<file path="src/rtl/ft_recovery_ctrl.sv">
// Lockstep recovery controller: checkpoints agreed register/PC commits
// and replays them into both cores after a comparator mismatch.
module ft_recovery_ctrl #(
  parameter int ADDR_WIDTH = 5,
  parameter int DATA_WIDTH = 32,
  parameter int NUM_REGS = 32,
  parameter logic [DATA_WIDTH-1:0] BOOT_ADDR = 32'h0000_0080,
  parameter int HALT_TIMEOUT = 64,
  parameter int CNT_WIDTH = 8
) (
  input  logic                  clk_i,
  input  logic                  rst_i,
  input  logic                  valid_instr_i,
  input  logic                  we_i,
  input  logic [ADDR_WIDTH-1:0] addr_i,
  input  logic [DATA_WIDTH-1:0] data_i,
  input  logic [DATA_WIDTH-1:0] pc_i,
  input  logic                  error_i,
  input  logic                  halted_a_i,
  input  logic                  halted_b_i,
  output logic                  halt_o,
  output logic                  rec_we_o,
  output logic [ADDR_WIDTH-1:0] rec_addr_o,
  output logic [DATA_WIDTH-1:0] rec_data_o,
  output logic                  pc_we_o,
  output logic [DATA_WIDTH-1:0] pc_o,
  output logic                  recovering_o,
  output logic                  recovery_done_o,
  output logic                  fatal_o,
  output logic [CNT_WIDTH-1:0]  err_count_o
);

  localparam int TW = $clog2(HALT_TIMEOUT + 1);

  typedef enum logic [2:0] {
    S_IDLE,
    S_HALT,
    S_RESTORE,
    S_PC_RESTORE,
    S_RESUME,
    S_FATAL
  } state_e;

  state_e                state_q, state_d;
  logic [DATA_WIDTH-1:0] ckpt_q [NUM_REGS];
  logic [DATA_WIDTH-1:0] ckpt_d [NUM_REGS];
  logic [DATA_WIDTH-1:0] ckpt_pc_q, ckpt_pc_d;
  logic                  ack_a_q, ack_a_d;
  logic                  ack_b_q, ack_b_d;
  logic [ADDR_WIDTH-1:0] idx_q, idx_d;
  logic [TW-1:0]         tmo_q, tmo_d;
  logic [CNT_WIDTH-1:0]  cnt_q, cnt_d;

  always_comb begin
    state_d   = state_q;
    ckpt_d    = ckpt_q;
    ckpt_pc_d = ckpt_pc_q;
    ack_a_d   = ack_a_q;
    ack_b_d   = ack_b_q;
    idx_d     = idx_q;
    tmo_d     = tmo_q;
    cnt_d     = cnt_q;
    unique case (state_q)
      S_IDLE: begin
        if (valid_instr_i && error_i) begin
          state_d = S_HALT;
          tmo_d   = '0;
          if (cnt_q != '1) cnt_d = cnt_q + 1'b1;
        end else if (valid_instr_i) begin
          ckpt_pc_d = pc_i;
          // x0 is hardwired; out-of-range indices match no slot
          for (int i = 1; i < NUM_REGS; i++) begin
            if (we_i && addr_i == ADDR_WIDTH'(i)) ckpt_d[i] = data_i;
          end
        end
      end
      S_HALT: begin
        ack_a_d = ack_a_q | halted_a_i;
        ack_b_d = ack_b_q | halted_b_i;
        if (ack_a_d && ack_b_d) begin
          state_d = S_RESTORE;
          idx_d   = '0;
        end else if (tmo_q == TW'(HALT_TIMEOUT - 1)) begin
          state_d = S_FATAL;
        end else begin
          tmo_d = tmo_q + 1'b1;
        end
      end
      S_RESTORE: begin
        if (idx_q == ADDR_WIDTH'(NUM_REGS - 1)) state_d = S_PC_RESTORE;
        else idx_d = idx_q + 1'b1;
      end
      S_PC_RESTORE: state_d = S_RESUME;
      S_RESUME: begin
        state_d = S_IDLE;
        ack_a_d = 1'b0;
        ack_b_d = 1'b0;
        idx_d   = '0;
        tmo_d   = '0;
      end
      S_FATAL: state_d = S_FATAL;
      default: state_d = S_IDLE;
    endcase
  end

  always_ff @(posedge clk_i) begin
    if (rst_i) begin
      state_q   <= S_IDLE;
      for (int i = 0; i < NUM_REGS; i++) ckpt_q[i] <= '0;
      ckpt_pc_q <= BOOT_ADDR;
      ack_a_q   <= 1'b0;
      ack_b_q   <= 1'b0;
      idx_q     <= '0;
      tmo_q     <= '0;
      cnt_q     <= '0;
    end else begin
      state_q   <= state_d;
      ckpt_q    <= ckpt_d;
      ckpt_pc_q <= ckpt_pc_d;
      ack_a_q   <= ack_a_d;
      ack_b_q   <= ack_b_d;
      idx_q     <= idx_d;
      tmo_q     <= tmo_d;
      cnt_q     <= cnt_d;
    end
  end

  assign halt_o = (state_q == S_HALT) || (state_q == S_RESTORE) ||
                  (state_q == S_PC_RESTORE) || (state_q == S_FATAL);
  assign rec_we_o        = (state_q == S_RESTORE);
  assign rec_addr_o      = rec_we_o ? idx_q : '0;
  assign rec_data_o      = rec_we_o ? ckpt_q[idx_q] : '0;
  assign pc_we_o         = (state_q == S_PC_RESTORE);
  assign pc_o            = ckpt_pc_q;
  assign recovering_o    = (state_q != S_IDLE);
  assign recovery_done_o = (state_q == S_RESUME);
  assign fatal_o         = (state_q == S_FATAL);
  assign err_count_o     = cnt_q;

endmodule
</file>
<file path="config.mk">
export PLATFORM = sky130hd
export DESIGN_NAME = ft_recovery_ctrl
export DESIGN_NICKNAME = d
export VERILOG_FILES = /design/src/rtl/ft_recovery_ctrl.sv
export SDC_FILE = /design/constraint.sdc
export NUM_CORES = 2
export LEC_CHECK = 0
export CELL_PAD_IN_SITES_DETAIL_PLACEMENT = 1
export CELL_PAD_IN_SITES_GLOBAL_PLACEMENT = 2
export CORE_UTILIZATION = 42
export DETAILED_ROUTE_END_ITERATION = 10
export PLACE_DENSITY_LB_ADDON = 0.12
export SETUP_SLACK_MARGIN = 0.4
export SYNTH_ARGS = -nofsm -noshare
export SYNTH_HDL_FRONTEND = slang
export SYNTH_SLANG_ARGS = --single-unit
</file>
<file path="constraint.sdc">
create_clock -name clk_i -period 3.4 [get_ports clk_i]
set_input_delay 1.02 -clock clk_i [delete_from_list [all_inputs] [get_ports clk_i]]
set_output_delay 1.02 -clock clk_i [all_outputs]
set_load 0.005 [all_outputs]
</file>
==> summary.md <==
| Metric | Value |
|---|---|
| Final Wtd Congestion | `0.765` |
| Crit-path cells | `buf_12, buf_16, buf_6, buf_12, mux2_4, a221o_1, nand3_2, nand4_1, buf_2` |
| Vias in the first global route | `35,900` |
| CP endpoint kind | `primary output` |
| Worst-path clk slew | `0.06 ns` |
| Routed wl met3 | `7.19 mm` |
| Max Clock Skew | `0.0125 ns` |
| WS Path Type | `reg2out` |
| Initial Utilization | `42.5%` |
| Clk Tree Root Cell | `clkbuf_16` |
| DRC violation count after routing | `0` |
| Layout cell share with drive strength beyond 1 | `21.3%` |
| Commonest non-fill, non-tap cell in the layout | `mux2i_1` |
| CP peak stage delay | `0.38 ns` |
| Post-synth cell types | `53` |
| Run status | `finished, violations left` |
| Hold Path End | `pc_o[11]` |
| Worst Hold Launch | `pc_o[11]` |
| Final wirelength | `160 mm` |
| Pwr dens | `446 nW/um^2` |
| CP Launch Type | `flop` |
| Die width | `340 um` |
| Post-synthesis sequential area ratio | `43.8%` |
| FF-to-FF End | `ckpt_q[487]` |
| Slowest stage cell, crit path | `dfxtp_4` |
| R2R depth | `9` |
| Number of routed nets with antenna violations | `0` |
| Worst slew pin tran | `0.704 ns` |
| Ys async rst share | `0%` |
| Starting DRT DRC Count | `2,201` |
| Nets | `4,623` |
| Max Buffers Root-to-Sink | `3` |
| CP top delay family | `buffers and inverters` |
| CTS tree | `built` |
| Chip height | `340 um` |
| Critical Path RT | `2.38 ns` |
| Final worst slack | `-0.422 ns` |
| Initial antenna violation count | `0` |
| Setup TNS | `-10.31 ns` |
| Clk sinks | `1,049` |
| M1 WL | `76.1 mm` |
| First-pass GRT wire length | `239 mm` |
| Failing checks | `setup timing` |
| CP bufs+invs | `5` |
| Mean post-synth cell area | `11.1 sq um` |
| R2R Setup Slk | `0.80 ns` |
| Fin. max-slew vios | `0` |
| Cells after Synth | `4,304` |
| Post-Syn Area | `48,000 sq um` |
| Area of the die | `116,000 sq um` |
| Worst EP arrival | `2.80 ns` |
| Synth Net Count | `4,384` |
| CORE AREA | `113,000 sq um` |
| Yosys warning count | `0` |
| Clk_lat worst skew | `0.70 ns` |
| Pre-CTS setup slack | `-0.0523 ns` |
| Largest net degree at the start of global routing | `168` |
| GRT overflow | `0` |
| Reg2reg start | `state_q[2]` |
| Post-synth top flop | `dfxtp_1` |
| Hpwl dp | `94.8 mm` |
| Maximum clock frequency | `0.262 GHz` |
| Layout area overhead | `23.3%` |
| Final hold vios | `0` |
| Final setup fails | `32` |
| PortBufs | `158` |
| Worst hold path type | `reg2reg` |
| Min Tclk post-route | `3.82 ns` |
| Fill count | `11,400` |
| Crit-path max FO | `7` |
| Routed WL per cell | `26.2 um` |
| Final Cycle Share | `112%` |
| GRT Resource Usage Total | `27.4%` |
| RSZ-0062 raised after global routing | `yes` |
| Slew Limit Headroom | `53.1%` |
| DR top layer | `met4` |
| H-tree depth | `3` |
| Total number of vias | `34,100` |
| Post-synth EDFFs | `0` |
| Vias/cell | `5.56` |
| Leak | `0.0272 uW` |
| N_diodes | `0` |
| Num CTS Buffers | `115` |
| First-pass DRT Iterations | `5` |
| Most used cell, CP | `buf_12` |
| I/O Pins | `159` |
| Max-Cap Viols | `0` |
| WL met2 | `73.5 mm` |
| Cell Rows | `123` |
| Max IR drop VDD | `0.370 mV` |
| WHS Path Cells | `2` |
| Commonest non-fill, non-tap cells in the layout | `1,047 x mux2i_1, 1,043 x dfxtp_1, 1,036 x nand2b_1` |
| Flops & latches, synth | `1,049` |
-- per-layer routing --
| layer | track usage [%] | vias up |
|---|---|---|
| met5 | 0 | - |
| met4 | 7.37 | 0 |
| li1 | - | 15500 |
| met1 | 38.8 | 17600 |
| met2 | 43.6 | 707 |
| met3 | 4.03 | 208 |
-- cells in the mapped netlist, types with 12 or more instances --
cell,n,area share (%)
mux2i_1,1052,22
dfxtp_1,1049,44
nand2b_1,1039,14
clkbuf_1,288,2.3
mux4_2,196,9.2
a22oi_1,114,1.8
nand2_1,83,0.65
buf_2,80,0.83
a21oi_1,46,0.48
nand3_1,45,0.47
nand4_1,34,0.44
a221o_1,32,0.67
mux2_2,32,0.75
buf_6,31,0.73
nor2_1,29,0.23
buf_1,26,0.20
o21ai_0,12,0.13
-- stage by stage --
| stage | cell area, sq um | cells | hold slack, ns | utilization (%) | power, uW |
|---|---|---|---|---|---|
| after floorplan | 48000 | 4304 | 0.422 | - | 13300 |
| after detailed placement | 53000 | 5791 | 0.448 | 47.0 | 13800 |
| after CTS | 58700 | 6111 | 0.456 | 52.1 | 26600 |
| after global placement | 53000 | 5791 | 0.436 | 47.0 | 13800 |
| final | 59200 | 6134 | 0.453 | 52.5 | 26400 |
| after global routing | 59200 | 6134 | 0.476 | 52.5 | 27300 |
-- state kept, by name, summed over array words and instances, names as in the netlist --
signal,flops
ckpt_q,992
pc_o,32
err_count_o,8
tmo_q,7
idx_q,5
state_q,3
ack_a_q,1
ack_b_q,1
-- power by group --
| group | switching [uW] | internal, uW |
|---|---|---|
| Clock | 5320 | 7490 |
| Sequential | 28.4 | 12300 |
| Combinational | 645 | 563 |
| Total | 5990 | 20400 |
-- tightest hold or removal path, delay by kind of cell, from the launching register on --
| kind | cells | cell delay [ns] |
|---|---|---|
| DFF | 1 | 0.30 |
| AOI/OAI and AO/OA | 1 | 0.05 |
| and+or+nand+nor | 1 | 0.05 |
-- cell type report --
cell class | count | area, sq um | area share (%)
clock buffer | 172 | 3410 | 5.76
clock inverter | 36 | 432 | 0.729
inverter | 2 | 7.51 | 0.0127
multi-input combinational | 2827 | 25800 | 43.6
sequential | 1049 | 21000 | 35.5
tap | 1500 | 1880 | 3.17
timing repair buffer | 548 | 6660 | 11.3
-- timing repair --
item	4_1_cts	5_1_grt
setup buffers	99	21
pin swaps	59	44
hold buffers	0	0
gates cloned	13	2
resized for setup	334	51
setup endpoints to repair	43	38
-- worst max path at each step --
stage / startpoint / depth (start not counted) / endpoint / slack (ns)
3_5_place_dp: idx_q[0] / 6 / rec_data_o[4] / -0.05
6_report: idx_q[1] / 9 / rec_data_o[2] / -0.42
5_1_grt: idx_q[1] / 9 / rec_data_o[19] / -0.46
3_3_place_gp: idx_q[0] / 6 / rec_data_o[4] / -0.07
2_1_floorplan: idx_q[1] / 7 / rec_data_o[12] / 0.44
4_1_cts: idx_q[1] / 9 / rec_data_o[6] / -0.45
-- kinds of logic after synthesis --
family | count (synthesis) | synth area share (%)
AOI/OAI and AO/OA | 232 | 3.53
xor gates and xnor gates | 2 | 0.0365
adders and majority gates | 4 | 0.104
buffers and inverters | 428 | 4.05
DFF | 1049 | 43.8
muxes | 1280 | 31.9
and+or+nand+nor | 1309 | 16.6
Power figures use the tool's default switching activity.
